$ cat src/rtl/lut_eval_seq.sv
// lut_eval_seq: clocked, run-time reprogrammable N_IN-input boolean function.
// The truth table lives in a 2**N_IN-bit register; each in_valid vector returns
// the indexed table bit one cycle later. A serial load port (bit 0 first)
// fills a shadow register that is committed to the table in a single cycle.
// Optional build macro: LUT_READBACK_EN adds the table_q readback port.
module lut_eval_seq #(
   parameter int                    N_IN = 3,
   parameter logic [(1<<N_IN)-1:0]  INIT = 8'h6D
) (
   input  logic                   clk,
   input  logic                   rst,
   input  logic                   in_valid,
   input  logic [N_IN-1:0]        in_bits,
   output logic                   out_valid,
   output logic                   out_bit,
   input  logic                   load_start,
   input  logic                   load_valid,
   input  logic                   load_bit,
   output logic                   load_busy,
   output logic                   load_done
`ifdef LUT_READBACK_EN
   ,
   output logic [(1<<N_IN)-1:0]   table_q
`endif
);

   localparam int DEPTH = 1 << N_IN;
   localparam int CNT_W = N_IN + 1;

   typedef enum logic {
      RUN  = 1'b0,
      LOAD = 1'b1
   } state_t;

   state_t             state_reg, state_next;
   logic [CNT_W-1:0]   count_reg, count_next;
   logic [DEPTH-1:0]   shadow_reg, shadow_next;
   logic [DEPTH-1:0]   table_reg, table_next;
   logic               out_valid_reg, out_valid_next;
   logic               out_bit_reg, out_bit_next;
   logic               load_done_reg, load_done_next;

   // A data beat is a load_valid in LOAD that is not overridden by a restart.
   logic beat;
   logic last_beat;

   assign beat      = (state_reg == LOAD) && load_valid && !load_start;
   assign last_beat = beat && (count_reg == CNT_W'(DEPTH - 1));

   // Shadow bits: cleared by any load_start, otherwise the bit addressed by the
   // beat counter captures load_bit. Unwritten bits stay zero until commit.
   generate
      for (genvar gi = 0; gi < DEPTH; gi++) begin : g_shadow
         assign shadow_next[gi] = load_start ? 1'b0 :
                                  (beat && (count_reg[N_IN-1:0] == N_IN'(gi))) ? load_bit :
                                  shadow_reg[gi];
      end
   endgenerate

   // Next-state, evaluation and commit logic.
   always_comb begin
      state_next     = state_reg;
      count_next     = count_reg;
      table_next     = table_reg;
      out_valid_next = 1'b0;
      out_bit_next   = out_bit_reg;
      load_done_next = 1'b0;
      case (state_reg)
         RUN: begin
            // Evaluation uses the table as it stands, even if a load starts now.
            if (in_valid) begin
               out_valid_next = 1'b1;
               out_bit_next   = table_reg[in_bits];
            end
            if (load_start) begin
               state_next = LOAD;
               count_next = '0;
            end
         end
         LOAD: begin
            // in_valid is dropped here; out_valid stays low.
            if (load_start) begin
               count_next = '0;
            end else if (load_valid) begin
               count_next = count_reg + 1'b1;
               if (last_beat) begin
                  table_next            = shadow_reg;
                  table_next[DEPTH-1]   = load_bit;
                  state_next            = RUN;
                  load_done_next        = 1'b1;
               end
            end
         end
         default: state_next = RUN;
      endcase
   end

   // State and datapath registers; reset restores INIT and drops any partial load.
   always_ff @(posedge clk or posedge rst) begin
      if (rst) begin
         state_reg     <= RUN;
         count_reg     <= '0;
         shadow_reg    <= '0;
         table_reg     <= INIT;
         out_valid_reg <= 1'b0;
         out_bit_reg   <= 1'b0;
         load_done_reg <= 1'b0;
      end else begin
         state_reg     <= state_next;
         count_reg     <= count_next;
         shadow_reg    <= shadow_next;
         table_reg     <= table_next;
         out_valid_reg <= out_valid_next;
         out_bit_reg   <= out_bit_next;
         load_done_reg <= load_done_next;
      end
   end

   assign out_valid = out_valid_reg;
   assign out_bit   = out_bit_reg;
   assign load_busy = (state_reg == LOAD);
   assign load_done = load_done_reg;

`ifdef LUT_READBACK_EN
   assign table_q = table_reg;
`endif

endmodule

$ cat config.mk
export PLATFORM = sky130hd
export DESIGN_NAME = lut_eval_seq
export DESIGN_NICKNAME = d
export VERILOG_FILES = /design/src/rtl/lut_eval_seq.sv
export SDC_FILE = /design/constraint.sdc
export NUM_CORES = 1
export LEC_CHECK = 0
export CORE_UTILIZATION = 30
export DETAILED_ROUTE_END_ITERATION = 16
export SLEW_MARGIN = 20
export SYNTH_ARGS = -nofsm -noshare
export SYNTH_HDL_FRONTEND = slang
export SYNTH_SLANG_ARGS = --single-unit
$ cat constraint.sdc
create_clock -name clk -period 1.65 [get_ports clk]
set_input_delay 0.165 -clock clk [delete_from_list [all_inputs] [get_ports clk]]
set_output_delay 0.165 -clock clk [all_outputs]
set_load 0.005 [all_outputs]
==> key figures <==
Synthesis
  • Adder-Cell Fraction of Synth Area: 0.0550
  • Synth top cells by count: dfrtp_1, mux2i_1, mux2_4, nor2_1, inv_1
  • Mapped Avg Cell Area: between 10 and 15 sq um
  • Post-synth top area cell: dfrtp_1
  • Gate Count Post-Synth: between 90 and 100
  • Synth Warn #: 0
  • Mapped Area: approximately 1100 sq um
  • EDFF count, synth: 0
  • Mux cell area share after synthesis: 0.231
  • Synth Area in Simple Gates: 0.113
  • Post-synth top area share: 0.396
  • Largest family of logic cells by synthesized area: multiplexers
  • Complex-gate fraction of the synthesized area: 0.0319
  • Synth Flop Type: dfrtp_1
  • Xor/xnor share of the synthesized area: 0.00770
  • Distinct cells, synth: 24
  • Synthesized Nets: between 100 and 150
  • Post-synthesis register bit count: 23
  • Synth top area cells: dfrtp_1, dfstp_2, mux2i_1, mux2_4, ha_1
  • Most frequent cell after synthesis: dfrtp_1
  • Post-synthesis sequential area ratio: 0.512
  • Async set-reset flop share out of synthesis: 1.00

Global routing
  • Initial antenna violation count: 0
  • GRT Util Overall: 0.113
  • Largest net degree at the start of global routing: 24
  • Vias in the first global route: about 720
  • Remaining Overflow, GRT: 0
  • First-pass GRT wire length: around 3.4 mm

Cells and area
  • Area Growth Syn to Fin: 23.2%
  • Design Area, Final: ~1400 sq um
  • # nets final: roughly 130
  • Max reg flops: 8
  • Share of layout cells above drive strength 1: 0.255
  • Ant. Diodes: 0

Pwr
  • Switching part of the total: 0.229
  • Leakage: between 0.0006 and 0.0007 uW
  • Flop pwr share: 0.557
  • Combinational share of power: 0.121
  • Clock power share: 0.322
  • Total power: about 1100 uW
  • Int Power: roughly 800 uW
  • Switching power of the nets: between 200 and 250 uW
  • Pwr Density: roughly 750 nW/um^2
  • Worst VDD drop: between 0.0002 and 0.0003 V

Die
  • Die width: roughly 64 microns
  • Die height: around 64 microns
  • Core Box Area: 3660 sq um
  • Total die area: around 4000 sq um
  • Initial Util: 0.311
  • Number of I/O pins: 13
  • Core Rows: 22

CTS
  • Later-pin clock latency in the skew report: approximately 0.26 ns
  • CTS buffer count: 3
  • Clk root buf: clkbuf_8
  • Depth of the CTS H-tree: 1
  • Setup Fix Bufs, Post-CTS: 0
  • Clk sinks: 23
  • CTS tree: yes
  • Clk pin slew, worst setup/hold paths: ~0.08 ns
  • Largest buffer count on any clock path: 2

Route
  • ANT nets after route: 0
  • DRT Pass-1 Iters: 3
  • Vias: 711
  • DRC: 0
  • Initial DRC count: 9
  • Routed WL per cell: roughly 12 microns
  • DR vias/cell: around 4.5
  • Drt total wl: 1.97 mm

Critical path
  • Origin of the worst setup path: load_valid
  • CP max stage cell: or4b_1
  • Worst EP required: 1.80 ns
  • Critical R2R Launch: count_reg[0]
  • Slowest cell delay on critical path: between 0.5 and 0.6 ns
  • Buf/Inv on CP: 2
  • Cell Chain, Critical Path: clkdlybuf4s50_1, nand3_2, or4b_1, buf_6, mux2_4
  • Arr. time, crit path: ~1.7 ns
  • Worst path top cell family by delay: buffers and inverters
  • Crit. End Element: register
  • Crit start category: input pin
  • Critical path class: input pin to register
  • Highest net fanout along the worst path: 10

STA
  • Fin. max-slew vios: 0
  • Final period utilization: 0.957
  • Final Hold Vio Count: 0
  • Slew headroom: 0.787
  • Max Freq: roughly 0.63 GHz
  • Clock Skew: slightly above 0.002 ns
  • Setup violators final: 0
  • Worst-Margin Slew: 0.319 ns
  • Min Clock Period, post-route: around 1.6 ns
  • RSZ-0062 raised after global routing: no

Place
  • Placed inst area: ~1400 sq um
  • Post-DP HPWL: approximately 1.4 mm
  • I/O Buffers: 12
  • Routability cong.: roughly 0.75

Min path
  • Worst hold path class: input pin to asynchronous set/reset pin

Run
  • Max-cap violations: 0

Outcome
  • Status: completed
cells by family (layout without fill, tap and decap cells):
logic type      after synthesis  in the layout
fa+ha+maj                     5              5
flops                        23             23
simple gates                 23             23
buf+inv                      12             31
compound gates                6              6
xor+xnor                      1              1
mux                          21             21
layout by cell type, fill, tap and decap left out:
cell type | synthesis | final
mux2_4 | 8 | 8
ha_1 | 5 | 5
xnor2_1 | 1 | 1
or3_1 | 1 | 1
clkdlybuf4s50_1 | 0 | 12
nand3_1 | 2 | 2
nand3_2 | 1 | 1
clkinv_2 | 0 | 1
or4b_1 | 1 | 1
buf_6 | 1 | 1
nand4b_1 | 3 | 3
clkbuf_8 | 0 | 3
nor2_1 | 8 | 8
a311oi_1 | 1 | 1
dfstp_2 | 5 | 5
mux2i_1 | 12 | 12
o21a_1 | 1 | 1
a21oi_1 | 3 | 3
o21ai_0 | 1 | 1
nand2_1 | 3 | 3
inv_1 | 6 | 6
nor2b_1 | 1 | 1
nand4_1 | 3 | 3
dfrtp_1 | 18 | 18
mux4_2 | 1 | 1
buf_4 | 1 | 8
power groups by stage:
stage | Combinational [uW] | Sequential [uW] | Clock (uW)
finish | 127 | 587 | 340
floorplan | 72.0 | 598 | 0
detailed placement | 129 | 599 | 0
global placement | 126 | 598 | 0
CTS | 130 | 588 | 351
global route | 142 | 590 | 375
metrics by stage:
stage	util	setup TNS [ns]	hold WS (ns)	cells	setup WS, ns
final	0.383	0	0.243	158	0.0706
after global routing	0.383	0	0.274	158	0.00873
after CTS	0.382	0	0.250	158	0.0579
after detailed placement	0.369	-1.53	0.496	154	-0.222
after global placement	0.369	-1.51	0.495	154	-0.212
after floorplan	-	0	0.163	91	0.0527
tightest hold or removal path: cells and delay by family:
family                 cells  cell delay [ns]
buffers and inverters      3             0.73
path summary, 6_finish.rpt:
kind                            depth (start not counted)  slack (ns)            to
min in group clk                                        2        0.50     out_valid
worst max-delay path                                    5        0.07  table_reg[7]
max in group asynchronous                               3        1.12  table_reg[0]
worst min-delay path                                    3        0.24     load_done
worst max register to register                          4        0.07  table_reg[7]
worst min register to register                          1        0.51  table_reg[4]
per-layer routing:
metal | part of all wire | up-vias | track usage | routed length [microns]
met5 | 0 | - | 0 | 0
met4 | 0.017 | 0 | 0.0682 | 33
met3 | 0.023 | 2 | 0.0181 | 46
met2 | 0.47 | 11 | 0.174 | 920
met1 | 0.49 | 343 | 0.147 | 973
li1 | - | 355 | - | -
repair_timing:
item                                    4_1_cts  5_1_grt
endpoints found under the hold margin         0        0
hold buffers                                  0        0
endpoints found under the setup margin        0        3
gates resized for setup                       0        1
layout make-up:
cell class	count	area, sq um
Clock buffer	3	41.3
Timing Repair Buffer	21	191
Multi-Input combinational cell	56	499
Tap cell	48	60.1
Sequential cell	23	582
Clock inverter	1	5.00
Fill cell	344	2260
Inverter	6	22.5
Note: power is estimated with default switching activity, not from simulation.
